### src/rtl/hazard_scoreboard_if.sv
// rtl/hazard_scoreboard_if.sv - decode-side bundle between the ID stage and the hazard scoreboard
interface hazard_scoreboard_if #(
   parameter int REG_AW = 3,
   parameter int STAGES = 3,
   parameter int CNT_W  = 16
);
   localparam int SEL_W = $clog2(STAGES + 1);

   logic              id_valid;
   logic [REG_AW-1:0] id_src1;
   logic              id_src1_en;
   logic [REG_AW-1:0] id_src2;
   logic              id_src2_en;
   logic [REG_AW-1:0] id_dst;
   logic              id_wr;
   logic              id_load;
   logic              flush;
   logic              stall;
   logic [SEL_W-1:0]  fwd1_sel;
   logic [SEL_W-1:0]  fwd2_sel;
   logic [CNT_W-1:0]  stall_cnt;

   modport master (
      output id_valid, id_src1, id_src1_en, id_src2, id_src2_en,
             id_dst, id_wr, id_load, flush,
      input  stall, fwd1_sel, fwd2_sel, stall_cnt
   );

   modport slave (
      input  id_valid, id_src1, id_src1_en, id_src2, id_src2_en,
             id_dst, id_wr, id_load, flush,
      output stall, fwd1_sel, fwd2_sel, stall_cnt
   );
endinterface

### src/rtl/hazard_scoreboard.sv
// rtl/hazard_scoreboard.sv - decode hazard detection, forwarding selects and stall counting
module hazard_scoreboard #(
   parameter int REG_AW   = 3,
   parameter int STAGES   = 3,
   parameter int LOAD_LAT = 1,
   parameter int FWD_EN   = 1,
   parameter int FLUSH_N  = 1,
   parameter int CNT_W    = 16
) (
   input  logic               clk,
   input  logic               rst,
   hazard_scoreboard_if.slave bus
);
   localparam int SEL_W = $clog2(STAGES + 1);

   logic [STAGES-1:0] v_q, v_d;
   logic [STAGES-1:0] ld_q, ld_d;
   logic [REG_AW-1:0] dst_q [STAGES];
   logic [REG_AW-1:0] dst_d [STAGES];
   logic [CNT_W-1:0]  cnt_q, cnt_d;

   logic              hit1, hit2;
   logic              haz1, haz2;
   logic              stall;
   logic [SEL_W-1:0]  sel1, sel2;

   // Scan oldest to youngest so the youngest matching entry is the one left standing.
   always_comb begin
      hit1 = 1'b0;
      haz1 = 1'b0;
      sel1 = '0;
      hit2 = 1'b0;
      haz2 = 1'b0;
      sel2 = '0;
      for (int k = STAGES - 1; k >= 0; k--) begin
         if (bus.id_valid && bus.id_src1_en && v_q[k] && (dst_q[k] == bus.id_src1)) begin
            hit1 = 1'b1;
            haz1 = (FWD_EN == 0) || (ld_q[k] && (k < LOAD_LAT));
            sel1 = SEL_W'(k + 1);
         end
         if (bus.id_valid && bus.id_src2_en && v_q[k] && (dst_q[k] == bus.id_src2)) begin
            hit2 = 1'b1;
            haz2 = (FWD_EN == 0) || (ld_q[k] && (k < LOAD_LAT));
            sel2 = SEL_W'(k + 1);
         end
      end
   end

   assign stall         = haz1 | haz2;
   assign bus.stall     = stall;
   assign bus.fwd1_sel  = (hit1 && !stall) ? sel1 : '0;
   assign bus.fwd2_sel  = (hit2 && !stall) ? sel2 : '0;
   assign bus.stall_cnt = cnt_q;

   // Flush squashes the youngest FLUSH_N entries before the shift; older ones advance intact.
   always_comb begin
      v_d  = '0;
      ld_d = '0;
      for (int k = 0; k < STAGES; k++) begin
         dst_d[k] = '0;
      end
      v_d[0]   = bus.id_valid & bus.id_wr & ~stall & ~bus.flush;
      dst_d[0] = bus.id_dst;
      ld_d[0]  = bus.id_load;
      for (int k = 0; k < STAGES - 1; k++) begin
         v_d[k+1]   = v_q[k] & ~(bus.flush && (k < FLUSH_N));
         dst_d[k+1] = dst_q[k];
         ld_d[k+1]  = ld_q[k];
      end
      cnt_d = cnt_q;
      if (stall && (cnt_q != {CNT_W{1'b1}})) begin
         cnt_d = cnt_q + CNT_W'(1);
      end
   end

   always_ff @(posedge clk) begin
      if (!rst) begin
         v_q   <= '0;
         ld_q  <= '0;
         cnt_q <= '0;
         for (int k = 0; k < STAGES; k++) begin
            dst_q[k] <= '0;
         end
      end else begin
         v_q   <= v_d;
         ld_q  <= ld_d;
         cnt_q <= cnt_d;
         for (int k = 0; k < STAGES; k++) begin
            dst_q[k] <= dst_d[k];
         end
      end
   end
endmodule

### src/flat_wrapper.sv
// flat-port wrapper written by rule: the top's interface ports become plain ports
module hazard_scoreboard_flat 
#(
   parameter int REG_AW   = 3,
   parameter int STAGES   = 3,
   parameter int LOAD_LAT = 1,
   parameter int FWD_EN   = 1,
   parameter int FLUSH_N  = 1,
   parameter int CNT_W    = 16
)
  (clk, rst, bus_id_valid, bus_id_src1, bus_id_src1_en, bus_id_src2, bus_id_src2_en, bus_id_dst, bus_id_wr, bus_id_load, bus_flush, bus_stall, bus_fwd1_sel, bus_fwd2_sel, bus_stall_cnt);
  hazard_scoreboard_if #(.REG_AW(REG_AW), .STAGES(STAGES), .CNT_W(CNT_W)) bus_i ();
  input  logic clk;
  input  logic rst;
  input wire logic [$bits(bus_i.id_valid)-1:0] bus_id_valid;
  input wire logic [$bits(bus_i.id_src1)-1:0] bus_id_src1;
  input wire logic [$bits(bus_i.id_src1_en)-1:0] bus_id_src1_en;
  input wire logic [$bits(bus_i.id_src2)-1:0] bus_id_src2;
  input wire logic [$bits(bus_i.id_src2_en)-1:0] bus_id_src2_en;
  input wire logic [$bits(bus_i.id_dst)-1:0] bus_id_dst;
  input wire logic [$bits(bus_i.id_wr)-1:0] bus_id_wr;
  input wire logic [$bits(bus_i.id_load)-1:0] bus_id_load;
  input wire logic [$bits(bus_i.flush)-1:0] bus_flush;
  output wire logic [$bits(bus_i.stall)-1:0] bus_stall;
  output wire logic [$bits(bus_i.fwd1_sel)-1:0] bus_fwd1_sel;
  output wire logic [$bits(bus_i.fwd2_sel)-1:0] bus_fwd2_sel;
  output wire logic [$bits(bus_i.stall_cnt)-1:0] bus_stall_cnt;
  assign bus_i.id_valid = bus_id_valid;
  assign bus_i.id_src1 = bus_id_src1;
  assign bus_i.id_src1_en = bus_id_src1_en;
  assign bus_i.id_src2 = bus_id_src2;
  assign bus_i.id_src2_en = bus_id_src2_en;
  assign bus_i.id_dst = bus_id_dst;
  assign bus_i.id_wr = bus_id_wr;
  assign bus_i.id_load = bus_id_load;
  assign bus_i.flush = bus_flush;
  assign bus_stall = bus_i.stall;
  assign bus_fwd1_sel = bus_i.fwd1_sel;
  assign bus_fwd2_sel = bus_i.fwd2_sel;
  assign bus_stall_cnt = bus_i.stall_cnt;
  hazard_scoreboard #(.REG_AW(REG_AW), .STAGES(STAGES), .LOAD_LAT(LOAD_LAT), .FWD_EN(FWD_EN), .FLUSH_N(FLUSH_N), .CNT_W(CNT_W)) u_core (.clk(clk), .rst(rst), .bus(bus_i));
endmodule
### config.mk
export PLATFORM = sky130hd
export DESIGN_NAME = hazard_scoreboard_flat
export DESIGN_NICKNAME = d
export VERILOG_FILES = /design/src/rtl/hazard_scoreboard_if.sv /design/src/rtl/hazard_scoreboard.sv /design/src/flat_wrapper.sv
export SDC_FILE = /design/constraint.sdc
export NUM_CORES = 1
export LEC_CHECK = 0
export BUFFER_PORTS_ARGS = -buffer_cell sky130_fd_sc_hd__buf_2
export CAP_MARGIN = 20
export CORE_ASPECT_RATIO = 2
export CORE_MARGIN = 4
export CORE_UTILIZATION = 40
export CTS_BUF_LIST = sky130_fd_sc_hd__clkbuf_4
export CTS_CLUSTER_SIZE = 20
export DETAILED_ROUTE_END_ITERATION = 7
export PLACE_DENSITY = 0.66
export SLEW_MARGIN = 20
export SYNTH_ARGS = -nofsm -noshare
export SYNTH_HDL_FRONTEND = slang
export SYNTH_SLANG_ARGS = --single-unit
### constraint.sdc
create_clock -name clk -period 1.7 [get_ports clk]
set_input_delay 0.17 -clock clk [delete_from_list [all_inputs] [get_ports clk]]
set_output_delay 0.17 -clock clk [all_outputs]
set_load 0.02 [all_outputs]
==> impl_metrics.json, run 1 <==
{
  "setup_viol_count_final": 17,
  "crit_fanout": 3,
  "grt_max_degree": 26,
  "yosysSeqAreaShare_pct": 39.4,
  "placed_area_sq_um": 1900,
  "coreArea_sq_um": 3570,
  "power_frac_comb_pct": 10.4,
  "nFillCells": 301,
  "slew_headroom_pct": 72.7,
  "rr_worst_depth": 6,
  "worstSetupPathType": "reg2out",
  "ys_types": 38,
  "drv_cap": 0,
  "skew_ns": 0.00279,
  "switching_share_pct": 27.4,
  "power_frac_seq_pct": 57.1,
  "ios": 38,
  "worst-endpoint-required_ns": 1.53,
  "drc": 0,
  "synth_cells": 166,
  "cts_tree": "yes",
  "synthTopCellsByArea": "dfxtp_1, xor2_1, and2_1",
  "status": "complete, but fails checks",
  "synth_seq_cells": 29,
  "viasPerCell": 5.65,
  "cts_sinks": 29,
  "path_clk_slew_ns": 0.09,
  "rsz0062_at_grt": "yes",
  "drt-initial-drc-count": 35,
  "drv_slew": 0,
  "cp.arrival_ns": 1.78,
  "power_w": 0.00122,
  "grt_pass1_wl_mm": 7.32,
  "fmax_mhz": 512,
  "cp-start-kind": "flip-flop",
  "yosys_warnings": 0,
  "worst_slew_pin_slew_ns": 0.407,
  "wirelength_mm": 5.05,
  "insertion_delay_ns": 0.34,
  "endpoint": "bus_fwd1_sel[1]",
  "r2r_start": "u_core.bus.stall_cnt[6]",
  "fin_crit_sh_pct": 115,
  "reg2reg_slack_ns": -0.17,
  "die-height_um": 93.8,
  "rows": 31,
  "grt_pass1_vias": 1620,
  "portBuffers": 37,
  "worstReg2RegEnd": "u_core.bus.stall_cnt[8]",
  "violations": "negative setup slack",
  "hold_viol": 0,
  "setup_ws_ns": -0.252,
  "area_delta_synth_final_pct": 61.7,
  "synth_area_sq_um": 1470,
  "avgSynthCellArea_sq_um": 8.87,
  "syn_nets": 184,
  "holdBufCountCts": 0,
  "gp_congestion": 0.752,
  "leakage_nw": 0.935,
  "drive_gt1_share_pct": 56.3,
  "drtAntennaViolNets": 0,
  "cp-startpoint": "u_core.dst_q[0][3]",
  "start_util_pct": 41.3,
  "tns_ns": -2.16,
  "cts_inserted_buffers": 5,
  "htreeDepth": 2,
  "clock-root-buffer": "clkbuf_4",
  "hold_class": "in2reg",
  "vias": 1622,
  "p_switching_w": 0.000335,
  "final_cells": 287,
  "yosys.area.top_type": "dfxtp_1",
  "gr-usage-all-layers_pct": 20.6,
  "die_w_um": 50.9,
  "antennaDiodeCount": 0,
  "nets": 255,
  "antenna_found_initial": 0,
  "detail_route.wl_per_cell_um": 17.6,
  "hold_ws_ns": 0.00499,
  "critPathCaptureType": "primary output",
  "ir_drop_mv": 0.410,
  "synth_top_area_share_pct": 39.4,
  "dieArea_sq_um": 4780,
  "p_int_w": 0.000885,
  "cts_buffer_depth": 2,
  "place.detailed.hpwl_mm": 3.23,
  "drtPass1Iterations": 5,
  "clkPwrFrac_pct": 32.5,
  "placed_cells": 267,
  "grt.overflow.total": 0,
  "period_needed_ns": 1.95,
  "power_per_cell_area_nw_per_um2": 512,
  "finish.instance_area_sq_um": 2380
}
power by group through the flow:
stage	Combinational (W)	Clock, W	Sequential (W)
4_1_cts	0.000122	0.000400	0.000696
3_3_place_gp	0.000103	0	0.000708
3_5_place_dp	0.000109	0	0.000709
6_report	0.000126	0.000397	0.000696
5_1_grt	0.000134	0.000430	0.000697
2_1_floorplan	0.0000530	0	0.000706
critical path, cell delays in order, from the launching register on:
cell	delay [ns]
dfxtp_1	0.35
xor2_1	0.18
or4_4	0.50
o31a_1	0.14
nor3_2	0.12
buf_4	0.17
cell usage in the layout, fill, tap and decap left out, types with 3 or more instances in the layout:
cell type / instances
and2_1: 11
clkinv_1: 3
clkbuf_4: 5
nand2_1: 9
o21ai_2: 3
or4_4: 6
buf_4: 26
dfxtp_2: 6
buf_6: 12
dfxtp_1: 16
nand2b_1: 4
a21oi_2: 4
nand4_1: 5
nor4_2: 3
nor3_1: 4
nor4_4: 4
mux2i_1: 3
buf_2: 32
xor2_1: 10
nor2_1: 4
nor3_2: 3
xor2_2: 5
dfxtp_4: 7
nand3_1: 8
sequential cells by signal (all words and copies together) (netlist names):
register,count
u_core.bus.stall_cnt,16
u_core.dst_q,9
u_core.ld_q,1
u_core.v_q,3
final cells by class:
class,instances,area [sq um],share of cell area [%]
clock buffer,5,37.5,1.58
clock inverter,3,12.5,0.525
inverter,4,22.5,0.946
multi-input combinational,127,1140,48.0
sequential,29,614,25.8
tap,49,61.3,2.57
timing repair buffer,70,490,20.6
how the worst min path moves through the flow:
stage,start,to,slack [ns],cells past startpoint
floorplan,bus_flush,u_core.v_q[0],0.25,1
global placement,bus_flush,u_core.v_q[1],0.35,2
detailed placement,bus_flush,u_core.v_q[0],0.36,2
CTS,bus_flush,u_core.v_q[1],0.005,2
global route,bus_flush,u_core.v_q[1],-0.0001,2
finish,bus_flush,u_core.v_q[1],0.005,2
cell usage after synthesis (all sizes together):
cell    count
clkinv      1
inv         3
o211ai      2
xor2       17
or3         3
nand2      10
or4         6
dfxtp      29
o31a        2
o31ai       5
a21oi       6
and2       11
a31oi       2
nor3b       1
ha          1
buf         2
nor3        7
o21ai       5
nor2        7
and3        2
nand4       5
clkbuf      4
mux2i       3
a311oi      1
o21bai      1
a21boi      1
or2         1
o21a        2
nor4        8
nor4b       1
o221ai      1
xnor2       2
nand3       9
o211a       1
nand2b      4
cell families (layout without fill, tap and decap cells):
family,Yosys count,after routing,synth area share [%]
buf+inv,10,82,2.72
flops,29,29,39.4
xor+xnor,19,19,11.3
mux,3,3,2.04
fa+ha+maj,1,1,0.849
simple gates,75,75,30.4
compound gates,29,29,13.3
repair_timing:
item,in CTS,in global routing
cloned,1,1
pin swaps,27,17
setup endpoints to repair,18,21
gates resized for setup,42,40
setup buffers,5,8
metal layers:
metal  vias to the layer above  wire length, um  track usage, %
met5                         -                0               0
met4                         0              245            12.4
met3                        26              234            3.82
met2                        67             2970            40.4
met1                       783             1600            18.0
li1                        746                -               -
per-stage QoR:
step                      utilization, %  worst slack (ns)
after CTS                           61.5            -0.290
after floorplan                        -           -0.0793
after global routing                66.7            -0.295
after detailed placement            53.2            -0.127
after global placement              53.2           -0.0793
final                               66.7            -0.252
No activity file was read; power rests on OpenSTA's default activity.
==> run 2: changes to the inputs <==
Settings changed: CORE_UTILIZATION 40 to 30, PLACE_DENSITY 0.66 to not set, SETUP_SLACK_MARGIN set to 0.1.
==> run 2 against run 1 <==
  * The run still ends with negative setup slack left
  * Count of clock-buffer cells in the layout rose by 1
  * Utilization fell by 14 points
  * Routed wire length fell by 7.4%
  * Sequential power barely moved
  * Sequential cell count did not move
  * Cell count rose by 4.2%
  * Global-route usage fell by 4.8 points
  * Non-clock buffer count rose by 7
  * First-iteration DRC count rose by 23%
  * Via count fell by 2.8%
  * Worst setup slack improved by 0.038 ns
  * Fmax rose by 2.0%
  * Critical endpoint is now bus_fwd2_sel[1]
  * Highest routed layer unchanged
==> impl_metrics.json, run 2 (synthesized netlist as in run 1, its figures left out) <==
{
  "status": "complete, but fails checks",
  "violations": "negative setup slack",
  "htreeDepth": 2,
  "rsz0062_at_grt": "yes",
  "skew_ns": 0.00667,
  "power_per_cell_area_nw_per_um2": 489,
  "setup_viol_count_final": 17,
  "route.met2.wl_mm": 2.71,
  "crit_fanout": 6,
  "viasPerCell": 5.27,
  "tns_ns": -2.22,
  "final_util_pct": 53.1,
  "portBuffers": 37,
  "worstSetupPathType": "reg2out",
  "vias": 1576,
  "area_delta_synth_final_pct": 68.8,
  "cp-start-kind": "flip-flop",
  "power_frac_seq_pct": 57.3,
  "hold_viol": 0,
  "switching_share_pct": 25.8,
  "coreArea_sq_um": 4690,
  "path_clk_slew_ns": 0.09,
  "cts_tree": "yes",
  "p_switching_w": 0.000313,
  "insertion_delay_ns": 0.32,
  "place.detailed.hpwl_mm": 3.24,
  "antenna_found_initial": 0,
  "p_int_w": 0.000903,
  "worst-path-buf-inv": 3,
  "critPathCaptureType": "primary output",
  "drt-initial-drc-count": 43,
  "worst-endpoint-required_ns": 1.53,
  "setup_ws_ns": -0.215,
  "wirelength_mm": 4.67,
  "period_needed_ns": 1.91,
  "ir_drop_mv": 0.433,
  "antennaDiodeCount": 0,
  "cts_sinks": 29,
  "drtAntennaViolNets": 0,
  "placed_cells": 279,
  "top_layer": "met4",
  "rows": 35,
  "hold_class": "in2reg",
  "cts_inserted_buffers": 5,
  "critPathMaxStageDelay_ns": 0.38,
  "drc": 0,
  "cp_top_family": "flip-flops",
  "clock-root-buffer": "clkbuf_4",
  "slew_headroom_pct": 70.3,
  "wl_met1_mm": 1.53,
  "drv_cap": 0,
  "cts_buffer_depth": 2,
  "wl_met3_um": 225,
  "clkPwrFrac_pct": 32.3,
  "drtPass1Iterations": 4,
  "drv_slew": 0,
  "die_w_um": 57.5,
  "final_cells": 299,
  "fin_crit_sh_pct": 113,
  "grt_pass1_wl_mm": 7.50,
  "dieArea_sq_um": 6160,
  "grt_pass1_vias": 1616,
  "worst_slew_pin_slew_ns": 0.443,
  "cp.arrival_ns": 1.74,
  "cp_cell_sequence": "xor2_4 -> nor4_4 -> o21ai_4 -> buf_12 -> inv_12 -> nor3_2 -> buf_4",
  "gr-usage-all-layers_pct": 15.8,
  "nets": 262,
  "leakage_nw": 1.01,
  "largest_reg_flops": 16,
  "gp_congestion": 0.777,
  "detail_route.wl_per_cell_um": 15.6,
  "grt_max_degree": 26,
  "start_util_pct": 31.4,
  "die-height_um": 107,
  "nFillCells": 429,
  "layout_commonest_cell": "buf_2",
  "drive_gt1_share_pct": 55.7,
  "critPathSlowestCell": "dfxtp_4",
  "fmax_mhz": 522,
  "final_cell_mix": "buf_2, buf_4, dfxtp_1",
  "grt.overflow.total": 0,
  "holdBufCountCts": 0,
  "power_frac_comb_pct": 10.4,
  "ios": 38
}
run 2: changes by cell type in the layout (fill, tap and decap cells not counted), sizes merged:
cell and change:
buf +7, clkbuf +1, clkinv -2
run 2: metal layers:
layer,vias to the layer above,GRT usage [%]
met2,62,30.1
met5,-,0
met4,0,8.46
li1,756,-
met3,15,3.37
met1,743,14.9
run 2: area by class of cell:
type                       count  area (sq um)  area share (%)
clock buffer                   6          45.0            1.81
tap                           55          68.8            2.77
multi-input combinational    127          1150            46.3
clock inverter                 1          3.75           0.151
sequential                    29           616            24.8
timing repair buffer          77           576            23.2
inverter                       4          27.5            1.11
run 2: what timing repair did:
| action | in CTS | in global routing |
|---|---|---|
| pin swaps | 20 | 12 |
| cloned | 1 | 0 |
| resized for setup | 49 | 18 |
| setup buffers | 8 | 6 |
| setup endpoints to repair | 21 | 22 |
run 2: path summary, 6_finish.rpt:
kind                                 from                        to  slack (ns)  depth (start not counted)
hold / removal              bus_id_dst[2]        u_core.dst_q[0][2]        0.05                          2
hold reg to reg   u_core.bus.stall_cnt[6]   u_core.bus.stall_cnt[6]        0.48                          2
setup / recovery       u_core.dst_q[0][1]           bus_fwd2_sel[1]       -0.21                          7
setup reg to reg       u_core.dst_q[0][1]  u_core.bus.stall_cnt[14]       -0.20                          6
run 2: power groups by stage:
stage / Clock, W / Sequential (W) / Combinational [W]
finish: 0.000393 / 0.000697 / 0.000127
global route: 0.000448 / 0.000698 / 0.000137
CTS: 0.000412 / 0.000696 / 0.000118
detailed placement: 0 / 0.000708 / 0.000106
global placement: 0 / 0.000707 / 0.000106
floorplan: 0 / 0.000706 / 0.0000532
run 2: per-stage QoR:
stage	hold slack (ns)	area, sq um	power [W]	worst slack, ns
finish	0.0462	2490	0.00122	-0.215
global route	0.0360	2490	0.00128	-0.285
CTS	0.0106	2390	0.00123	-0.219
detailed placement	0.363	2010	0.000814	-0.133
global placement	0.360	2010	0.000814	-0.123
floorplan	0.245	1580	0.000759	-0.0385
